**config.mk**
```make
export PLATFORM = sky130hd
export DESIGN_NAME = reg_file_2r1w_param_flat
export DESIGN_NICKNAME = d
export VERILOG_FILES = /design/src/rtl/reg_file_2r1w_param_pkg.sv /design/src/rtl/reg_file_2r1w_param_if.sv /design/src/rtl/reg_file_2r1w_param_clear_seq.sv /design/src/rtl/reg_file_2r1w_param.sv /design/src/flat_wrapper.sv
export SDC_FILE = /design/constraint.sdc
export NUM_CORES = 2
export LEC_CHECK = 0
export CAP_MARGIN = 5
export CELL_PAD_IN_SITES_DETAIL_PLACEMENT = 0
export CELL_PAD_IN_SITES_GLOBAL_PLACEMENT = 2
export CORE_AREA = 5 5 303 424
export DETAILED_ROUTE_END_ITERATION = 10
export DIE_AREA = 0 0 308 429
export PLACE_DENSITY_LB_ADDON = 0.3
export SLEW_MARGIN = 10
export SYNTH_ARGS = -nofsm -noshare
export SYNTH_HDL_FRONTEND = slang
export SYNTH_SLANG_ARGS = --single-unit
export TNS_END_PERCENT = 100
```
**constraint.sdc**
```tcl
create_clock -name CLK -period 2.9 [get_ports CLK]
set_clock_uncertainty 0.1 [all_clocks]
set_input_delay 0.58 -clock CLK [delete_from_list [all_inputs] [get_ports CLK]]
set_output_delay 0.58 -clock CLK [all_outputs]
set_load 0.02 [all_outputs]
```
**src/rtl/reg_file_2r1w_param_pkg.sv**
```systemverilog
// Shared constants, clear-FSM state type and index-width helper for the
// parametrised 2-read/1-write register file.
package reg_file_pkg;

  localparam int DEF_DATA_WIDTH = 32;
  localparam int DEF_ADDR_WIDTH = 5;
  localparam int DEF_DEPTH      = 32;

  typedef enum logic {
    ST_IDLE     = 1'b0,
    ST_CLEARING = 1'b1
  } clr_state_e;

  // Bits needed to index DEPTH entries (at least one bit).
  function automatic int idx_width(input int depth);
    return (depth > 1) ? $clog2(depth) : 1;
  endfunction

endpackage

```
**src/rtl/reg_file_2r1w_param_if.sv**
```systemverilog
// Request/response bundle between decode/writeback and the register file.
interface reg_file_2r1w_param_if
  import reg_file_pkg::*;
#(
  parameter int DATA_WIDTH = DEF_DATA_WIDTH,
  parameter int ADDR_WIDTH = DEF_ADDR_WIDTH
);
  logic                  READ;
  logic                  WRITE;
  logic                  CLEAR;
  logic [ADDR_WIDTH-1:0] ADDR_R1;
  logic [ADDR_WIDTH-1:0] ADDR_R2;
  logic [ADDR_WIDTH-1:0] ADDR_W;
  logic [DATA_WIDTH-1:0] DATA_W;
  logic [DATA_WIDTH-1:0] DATA_R1;
  logic [DATA_WIDTH-1:0] DATA_R2;
  logic                  RVALID;
  logic                  BUSY;

  modport master (
    output READ, WRITE, CLEAR, ADDR_R1, ADDR_R2, ADDR_W, DATA_W,
    input  DATA_R1, DATA_R2, RVALID, BUSY
  );

  modport slave (
    input  READ, WRITE, CLEAR, ADDR_R1, ADDR_R2, ADDR_W, DATA_W,
    output DATA_R1, DATA_R2, RVALID, BUSY
  );
endinterface

```
**src/rtl/reg_file_2r1w_param_clear_seq.sv**
```systemverilog
// Bulk-clear sequencer: walks the clear index 0..DEPTH-1, one entry per cycle,
// and holds BUSY for exactly DEPTH cycles.
module reg_file_clear_seq
  import reg_file_pkg::*;
#(
  parameter int DEPTH = DEF_DEPTH,
  parameter int IDX_W = idx_width(DEPTH)
) (
  input  logic             i_clk,
  input  logic             i_rst_n,
  input  logic             i_clear,
  output logic             o_busy,
  output logic             o_clr_en,
  output logic [IDX_W-1:0] o_clr_idx
);
  localparam logic [IDX_W-1:0] LAST_IDX = IDX_W'(DEPTH - 1);

  clr_state_e       r_state;
  logic [IDX_W-1:0] r_idx;
  logic             r_busy;

  // Clear FSM with registered BUSY; a CLEAR seen while clearing is ignored.
  always_ff @(posedge i_clk or negedge i_rst_n) begin
    if (!i_rst_n) begin
      r_state <= ST_IDLE;
      r_idx   <= '0;
      r_busy  <= 1'b0;
    end else begin
      case (r_state)
        ST_IDLE: begin
          if (i_clear) begin
            r_state <= ST_CLEARING;
            r_idx   <= '0;
            r_busy  <= 1'b1;
          end
        end
        ST_CLEARING: begin
          if (r_idx == LAST_IDX) begin
            r_state <= ST_IDLE;
            r_idx   <= '0;
            r_busy  <= 1'b0;
          end else begin
            r_idx <= r_idx + IDX_W'(1'b1);
          end
        end
        default: begin
          r_state <= ST_IDLE;
          r_idx   <= '0;
          r_busy  <= 1'b0;
        end
      endcase
    end
  end

  assign o_busy    = r_busy;
  assign o_clr_en  = (r_state == ST_CLEARING);
  assign o_clr_idx = r_idx;

endmodule

```
**src/rtl/reg_file_2r1w_param.sv**
```systemverilog
// Parametrised register file: two registered read ports with write bypass,
// one write port, range-checked addresses and a multi-cycle bulk clear.
// Optional build macro REG_FILE_ZERO_REG_EN hardwires register 0 to zero.
module reg_file_2r1w_param
  import reg_file_pkg::*;
#(
  parameter int DATA_WIDTH = DEF_DATA_WIDTH,
  parameter int ADDR_WIDTH = DEF_ADDR_WIDTH,
  parameter int DEPTH      = DEF_DEPTH
) (
  input  logic                 CLK,
  input  logic                 RST,
  reg_file_2r1w_param_if.slave bus
);
  localparam int                  IDX_W     = idx_width(DEPTH);
  localparam logic [ADDR_WIDTH:0] DEPTH_LIM = (ADDR_WIDTH + 1)'(DEPTH);
`ifdef REG_FILE_ZERO_REG_EN
  localparam logic ZERO_REG = 1'b1;
`else
  localparam logic ZERO_REG = 1'b0;
`endif

  logic [DATA_WIDTH-1:0] r_mem [DEPTH];
  logic [DATA_WIDTH-1:0] r_data_r1;
  logic [DATA_WIDTH-1:0] r_data_r2;
  logic                  r_rvalid;

  logic                  w_busy;
  logic                  w_clr_en;
  logic [IDX_W-1:0]      w_clr_idx;
  logic                  w_idle;
  logic                  w_rd_en;
  logic                  w_wr_en;
  logic [DATA_WIDTH-1:0] w_rd1;
  logic [DATA_WIDTH-1:0] w_rd2;

  function automatic logic in_range(input logic [ADDR_WIDTH-1:0] a);
    return ({1'b0, a} < DEPTH_LIM);
  endfunction

  function automatic logic is_zero_reg(input logic [ADDR_WIDTH-1:0] a);
    return ZERO_REG && (a == '0);
  endfunction

  // Out-of-range and hardwired-zero addresses read as zero and never bypass.
  function automatic logic [DATA_WIDTH-1:0] rd_port(
    input logic [ADDR_WIDTH-1:0] a,
    input logic                  we,
    input logic [ADDR_WIDTH-1:0] aw,
    input logic [DATA_WIDTH-1:0] dw
  );
    if (!in_range(a) || is_zero_reg(a)) begin
      return '0;
    end else if (we && (a == aw)) begin
      return dw;
    end else begin
      return r_mem[a[IDX_W-1:0]];
    end
  endfunction

  reg_file_clear_seq #(
    .DEPTH (DEPTH),
    .IDX_W (IDX_W)
  ) u_clear_seq (
    .i_clk     (CLK),
    .i_rst_n   (RST),
    .i_clear   (bus.CLEAR),
    .o_busy    (w_busy),
    .o_clr_en  (w_clr_en),
    .o_clr_idx (w_clr_idx)
  );

  // An accepted CLEAR blocks the read and write of the same edge.
  assign w_idle  = !w_busy;
  assign w_rd_en = w_idle && bus.READ && !bus.CLEAR;
  assign w_wr_en = w_idle && bus.WRITE && !bus.CLEAR
                   && in_range(bus.ADDR_W) && !is_zero_reg(bus.ADDR_W);

  // Read-data selection for both ports.
  always_comb begin
    w_rd1 = rd_port(bus.ADDR_R1, w_wr_en, bus.ADDR_W, bus.DATA_W);
    w_rd2 = rd_port(bus.ADDR_R2, w_wr_en, bus.ADDR_W, bus.DATA_W);
  end

  // Storage array: clear sweep has priority over writes.
  always_ff @(posedge CLK or negedge RST) begin
    if (!RST) begin
      for (int i = 0; i < DEPTH; i++) begin
        r_mem[i] <= '0;
      end
    end else if (w_clr_en) begin
      r_mem[w_clr_idx] <= '0;
    end else if (w_wr_en) begin
      r_mem[bus.ADDR_W[IDX_W-1:0]] <= bus.DATA_W;
    end
  end

  // Registered read outputs and one-cycle RVALID.
  always_ff @(posedge CLK or negedge RST) begin
    if (!RST) begin
      r_data_r1 <= '0;
      r_data_r2 <= '0;
      r_rvalid  <= 1'b0;
    end else if (w_rd_en) begin
      r_data_r1 <= w_rd1;
      r_data_r2 <= w_rd2;
      r_rvalid  <= 1'b1;
    end else begin
      r_rvalid  <= 1'b0;
    end
  end

  assign bus.DATA_R1 = r_data_r1;
  assign bus.DATA_R2 = r_data_r2;
  assign bus.RVALID  = r_rvalid;
  assign bus.BUSY    = w_busy;

endmodule

```
**src/flat_wrapper.sv**
```systemverilog
// flat-port wrapper written by rule: the top's interface ports become plain ports
module reg_file_2r1w_param_flat import reg_file_pkg::*;
#(
  parameter int DATA_WIDTH = DEF_DATA_WIDTH,
  parameter int ADDR_WIDTH = DEF_ADDR_WIDTH,
  parameter int DEPTH      = DEF_DEPTH
)
  (CLK, RST, bus_READ, bus_WRITE, bus_CLEAR, bus_ADDR_R1, bus_ADDR_R2, bus_ADDR_W, bus_DATA_W, bus_DATA_R1, bus_DATA_R2, bus_RVALID, bus_BUSY);
  reg_file_2r1w_param_if #(.DATA_WIDTH(DATA_WIDTH), .ADDR_WIDTH(ADDR_WIDTH)) bus_i ();
  input  logic CLK;
  input  logic RST;
  input wire logic [$bits(bus_i.READ)-1:0] bus_READ;
  input wire logic [$bits(bus_i.WRITE)-1:0] bus_WRITE;
  input wire logic [$bits(bus_i.CLEAR)-1:0] bus_CLEAR;
  input wire logic [$bits(bus_i.ADDR_R1)-1:0] bus_ADDR_R1;
  input wire logic [$bits(bus_i.ADDR_R2)-1:0] bus_ADDR_R2;
  input wire logic [$bits(bus_i.ADDR_W)-1:0] bus_ADDR_W;
  input wire logic [$bits(bus_i.DATA_W)-1:0] bus_DATA_W;
  output wire logic [$bits(bus_i.DATA_R1)-1:0] bus_DATA_R1;
  output wire logic [$bits(bus_i.DATA_R2)-1:0] bus_DATA_R2;
  output wire logic [$bits(bus_i.RVALID)-1:0] bus_RVALID;
  output wire logic [$bits(bus_i.BUSY)-1:0] bus_BUSY;
  assign bus_i.READ = bus_READ;
  assign bus_i.WRITE = bus_WRITE;
  assign bus_i.CLEAR = bus_CLEAR;
  assign bus_i.ADDR_R1 = bus_ADDR_R1;
  assign bus_i.ADDR_R2 = bus_ADDR_R2;
  assign bus_i.ADDR_W = bus_ADDR_W;
  assign bus_i.DATA_W = bus_DATA_W;
  assign bus_DATA_R1 = bus_i.DATA_R1;
  assign bus_DATA_R2 = bus_i.DATA_R2;
  assign bus_RVALID = bus_i.RVALID;
  assign bus_BUSY = bus_i.BUSY;
  reg_file_2r1w_param #(.DATA_WIDTH(DATA_WIDTH), .ADDR_WIDTH(ADDR_WIDTH), .DEPTH(DEPTH)) u_core (.CLK(CLK), .RST(RST), .bus(bus_i));
endmodule
```
After elaboration in Yosys (flattened, before gate mapping) --
Index checks and enable logic that the tools add are counted.
Word-level totals: bits in registers 1096, input port bits 52, logic and storage cells 94, output and inout bits 66
Cells by class: $add $sub $neg 1, order comparisons 6, reductions and logical operators 12, mux-type cells 25, bitwise gates (word level) 7, equal/unequal tests 5
Operators with widths (count):
- 2-to-1 mux 1024 bit | 2
- AND 1024 bit | 1
- bitwise mux 1024 bit | 1
- NOT 1024 bit | 1
- binary-select mux 32 bit (select 5 bit) | 2
- demux 32 bit (select 5 bit) | 2
- 2-to-1 mux 32 bit | 8
- >= comparator 6 bit, second input constant | 4
- NOT 5 -> 6 bit | 4
- < comparator 6 x 1 -> 1 bit, second input constant | 2
- == test 5 bit | 2
- 2-to-1 mux 5 bit | 2
- case mux 5 bit (2 select lines) | 1
- logical AND 1 bit | 8
- adder 5 x 1 -> 5 bit, second input constant | 1
- == test 5 bit, second input constant | 1
- 2-to-1 mux 1 bit | 5
- case mux 1 bit (2 select lines) | 2
- zero test 1 bit | 2
- inequality test 2 x 1 -> 1 bit, second input constant | 1
- inequality test 2 bit, second input constant | 1
- AND reduction 2 bit | 1
- nonzero test 2 bit | 1
- NOT 1 bit | 1

Longest topological paths before layout --
depth after elaboration 8, mapped depth 10, gate-level depth less buffers 7

Cells and area by module --
From an unflattened synthesis, not the netlist that was laid out.
Second synthesis, totals: cells, all modules 3955, area total of the unflattened synthesis 55470.7 µm²
Modules (own cells, without submodules):
- reg_file_2r1w_param | instances 1, cells each 3924, area an instance 55136.6 µm²
- reg_file_clear_seq | instances 1, cells each 31, area an instance 334.1 µm²

Worst setup path before layout --
No wires, ideal clock.
kind input to register, start point in bus_ADDR_R2[0], end point reg u_core.r_data_r2[3], in the netlist u_core.bus.DATA_R2[3], stages on the path 8, path buffers 3, required time 2674 ps, arrival time 2301 ps, slack 373 ps, cells stage by stage buf_2 > buf_6 > buf_2 > mux4_2 > o22ai_1 > a21oi_1 > and3_1 > a221o_1
On the way: cells in the longest elaborated chain, start to end 5, elaborated cells on any way between the ends 7
Ends and longest elaborated chain:
- from (decl) | line flat_wrapper.sv:16 | input wire logic [$bits(bus_i.ADDR_R2)-1:0] bus_ADDR_R2;
- NOT 5 -> 6 bit (not written as such) | line reg_file_2r1w_param.sv:57 | return r_mem[a[IDX_W-1:0]];
- binary-select mux 32 bit (select 5 bit) | line reg_file_2r1w_param.sv:57
- 2-to-1 mux 32 bit (not written as such) (2 in a row) | line reg_file_2r1w_param.sv:57
- 2-to-1 mux 32 bit * | line reg_file_2r1w_param.sv:54 | end else if (we && (a == aw)) begin
- to (signal assigned) | line reg_file_2r1w_param.sv:106 | r_data_r2 <= w_rd2;
- to (decl) | line reg_file_2r1w_param.sv:25 | logic [DATA_WIDTH-1:0] r_data_r2;
Every way passes the cells marked *; elsewhere a longest branch is shown, timed or not. The select of a mux whose other input is x is not followed. A chain may end at the register's enable or synchronous reset.

Worst setup path after layout --
start point reg u_core.r_data_r2[18], in the netlist u_core.bus.DATA_R2[18], end point out bus_DATA_R2[18]
RTL lines:
- to (decl) | line flat_wrapper.sv:20 | output wire logic [$bits(bus_i.DATA_R2)-1:0] bus_DATA_R2;
No word-level cell between the ends.

==> results.md <==
### Clocking
- 0.06 ns — Reg clk slew, reported paths
- 3 — CTS HTree Levels
- built — clock tree from TritonCTS
- 1096 — total number of clock tree sinks
- sky130_fd_sc_hd__clkbuf_16 — library cell used as clock root buffer
- 3 — clock buffer depth
- 0 — post-cts sizing count
- 111 — Num CTS Buffers
- 0.75 ns — Worst-Skew Late Latency

### Detailed routing
- 6 — Pre-Repair DR Iteration Count
- 242000 µm — Routed Wire Length
- 0 — number of remaining DRC errors
- 44800 — routed vias
- 0 — Post-DRT Antenna Nets
- 39.9 µm — average wire length per cell after detail routing
- 5674 — initial detailed-routing violation count
- 7.38 — detailed-route vias per instance

### Critical path
- 8 — number of cells traversed by the worst register-to-register path
- 1 — Buf/Inv on CP
- u_core.r_mem[955] — end of the worst register-to-register path
- reg -> out — worst setup path category
- 2 — highest net fanout along the worst path
- clkdlybuf4s50_1 — cells traversed along the worst timing path
- 2.06 ns — Crit path arrival time
- 0.70 ns — biggest cell delay along the critical path
- flop — startpoint type of the worst setup path
- sky130_fd_sc_hd__clkdlybuf4s50_1 — slowest stage cell on the critical path
- 0.48 ns — R2R Setup Slk
- 2.22 ns — required time at the worst-slack endpoint
- u_core.u_clear_seq.o_busy — launch instance of the worst register-to-register path
- buffers and inverters — Largest delay share family, worst path
- output pin — kind of end point of the critical path

### Synth
- 0 — number of synthesized flops with an enable pin
- 0.494 — sequential fraction of the synthesis area
- 13.6 µm² — mean post-synth cell area
- 1096 — synthesized flop and latch total
- 4082 — synthesized instance count
- 51 — number of distinct library cell variants in the gate-level netlist after synthesis
- 0.494 — top-area cell type share of the netlist area
- 0 — Yosys warning total
- sky130_fd_sc_hd__dfrtp_1 — main flop type after synthesis
- sky130_fd_sc_hd__dfrtp_1 (49%), sky130_fd_sc_hd__mux4_2 (17%), sky130_fd_sc_hd__a22o_1 (16%) — largest cells by area after synthesis
- 4139 — number of nets produced by synthesis
- sky130_fd_sc_hd__dfrtp_1 — post-synthesis cell type with the largest combined area
- 1.00 — async set-reset flop share out of synthesis
- 55500 µm² — post-synth design cell area

### Cells and area
- 21.5% — Area growth, synth to finish
- 10100 — fillers
- 67400 µm² — Final Cell Area
- sky130_fd_sc_hd__dfrtp_1 (1096), sky130_fd_sc_hd__a22o_1 (1032), sky130_fd_sc_hd__mux4_2 (418) — most used cells in the layout excluding fill and tap cells
- 0.544 — final core occ
- 4391 — fin nets
- sky130_fd_sc_hd__dfrtp_1 — most frequent standard cell in the layout excluding fill and tap cells
- 0.290 — ratio of cells with drive above 1 in the final layout

### Run status
- completed — status

### Global route
- 19 — number of antenna violations at the first check in global routing
- 0.360 — total global-route track usage
- 0 — global-route congestion overflow total
- 345000 µm — first-pass GRT wire length
- 79 — largest net degree at the start of global routing
- 45600 — via count of the first global-routing pass

### Pwr
- 30.1 nW — Lkg Pwr
- 604 nW/µm² — Cell Pwr Density
- 40.7 mW — total power of the final layout
- 494 µV — VDD IR-drop max

### Floorplan
- 124000 µm² — standard cell core area
- 132000 µm² — die area
- 429 µm — height of the die
- 0.448 — initial standard-cell utilization of the core
- 308 µm — die extent in x
- 153 — number of core rows
- 118 — number of top-level pins

### STA
- false — setup repair after global routing missed its margin
- 0.262 — Max-slew headroom
- 0 — setup-violating endpoint count in the final report
- 0 — number of pins with negative max-slew slack in the final report
- 1.10 ns — Tightest Pin Transition
- 0 ns — Setup TNS Final
- 2.74 ns — Final Critical Period
- 0.364 GHz — Achievable Freq
- 0.946 — final worst path period share
- 0 — number of endpoints with negative hold slack in the final report

### Job
- 0 — reported max-cap violation count

### Place
- 163000 µm — Post-DP HPWL
- 117 — IO Port Bufs
- 0.932 — placer congestion estimate
- 63500 µm² — instance area at placement

### Hold path
- in -> async — worst min path class

[power breakdown]
group | switching [mW] | internal [mW] | leakage, nW
clock | 6.68 | 8.82 | 1.89
sequential | 0.879 | 15.9 | 15.2
combinational | 5.22 | 3.18 | 13.0
[cell usage after synthesis, drive strengths merged, types with 10 or more instances]
| cell type | n |
|---|---|
| a221o | 33 |
| mux2 | 20 |
| mux4 | 418 |
| a22o | 1032 |
| o31ai | 22 |
| a221oi | 22 |
| a22oi | 92 |
| clkbuf | 337 |
| nand3 | 43 |
| nand3b | 10 |
| a21oi | 101 |
| nor2 | 62 |
| mux2i | 239 |
| o22ai | 91 |
| o21ai | 32 |
| a31oi | 11 |
| dfrtp | 1096 |
| buf | 203 |
| nor2b | 29 |
| nand2 | 37 |
| a211oi | 26 |
| o221ai | 11 |
| and2 | 10 |
| and3 | 38 |
[metal layers]
layer / up-vias / wire [µm] / share of wire / global-route usage
li1: 17000 / - / - / -
met1: 23600 / 86100 / 0.36 / 0.453
met2: 3247 / 111000 / 0.46 / 0.556
met3: 876 / 23800 / 0.098 / 0.0806
met4: 6 / 20800 / 0.086 / 0.251
met5: - / 34 / 0.00014 / 0
[worst max-delay path by stage]
stage                           start                endpoint  slack (ns)  depth (start not counted)
2_1_floorplan          bus_ADDR_R2[0]   u_core.bus.DATA_R2[3]        0.37                          8
3_3_place_gp           bus_ADDR_R2[3]  u_core.bus.DATA_R2[17]       -0.21                         10
3_5_place_dp           bus_ADDR_R2[3]  u_core.bus.DATA_R2[29]       -0.17                         10
4_1_cts        u_core.bus.DATA_R2[18]         bus_DATA_R2[18]        0.14                          1
5_1_grt        u_core.bus.DATA_R2[18]         bus_DATA_R2[18]        0.13                          1
6_report       u_core.bus.DATA_R2[18]         bus_DATA_R2[18]        0.16                          1
[metrics by stage]
step,hold WS (ns),worst slack (ns),std cells
2_1_floorplan,0.184,0.373,4082
3_3_place_gp,0.394,-0.211,5847
3_5_place_dp,0.398,-0.175,5847
4_1_cts,0.281,0.142,6053
5_1_grt,0.310,0.134,6058
6_report,0.259,0.156,6063
[registers in the layout, summed over array words and instances, names as in the netlist]
signal	flops
u_core.r_mem	1024
u_core.bus.DATA_R1	32
u_core.bus.DATA_R2	32
u_core.u_clear_seq.o_clr_idx	5
u_core.bus.RVALID	1
u_core.u_clear_seq.o_busy	1
u_core.u_clear_seq.o_clr_en	1
[final cells by class]
cell class	count	area, µm²	share of cell area
antenna	10	25.0	0.000371
clock buffer	152	3200	0.0475
clock inverter	53	661	0.00980
inverter	8	30.0	0.000445
multi-input combinational	2438	26400	0.391
sequential	1096	27400	0.407
tap	1627	2040	0.0302
timing repair buffer	679	7700	0.114
[what timing repair did]
action,in CTS,in global routing
hold endpoints to repair,33,0
hold buffers,1,0
buffers inserted,0,0
[cell families after synthesis]
logic type | share of synthesized area
compound gates | 0.219
flops | 0.494
mux | 0.217
buf+inv | 0.0420
simple gates | 0.0249
xor+xnor | 0.00189
fa+ha+maj | 0.00113
Power figures use the tool's default switching activity.
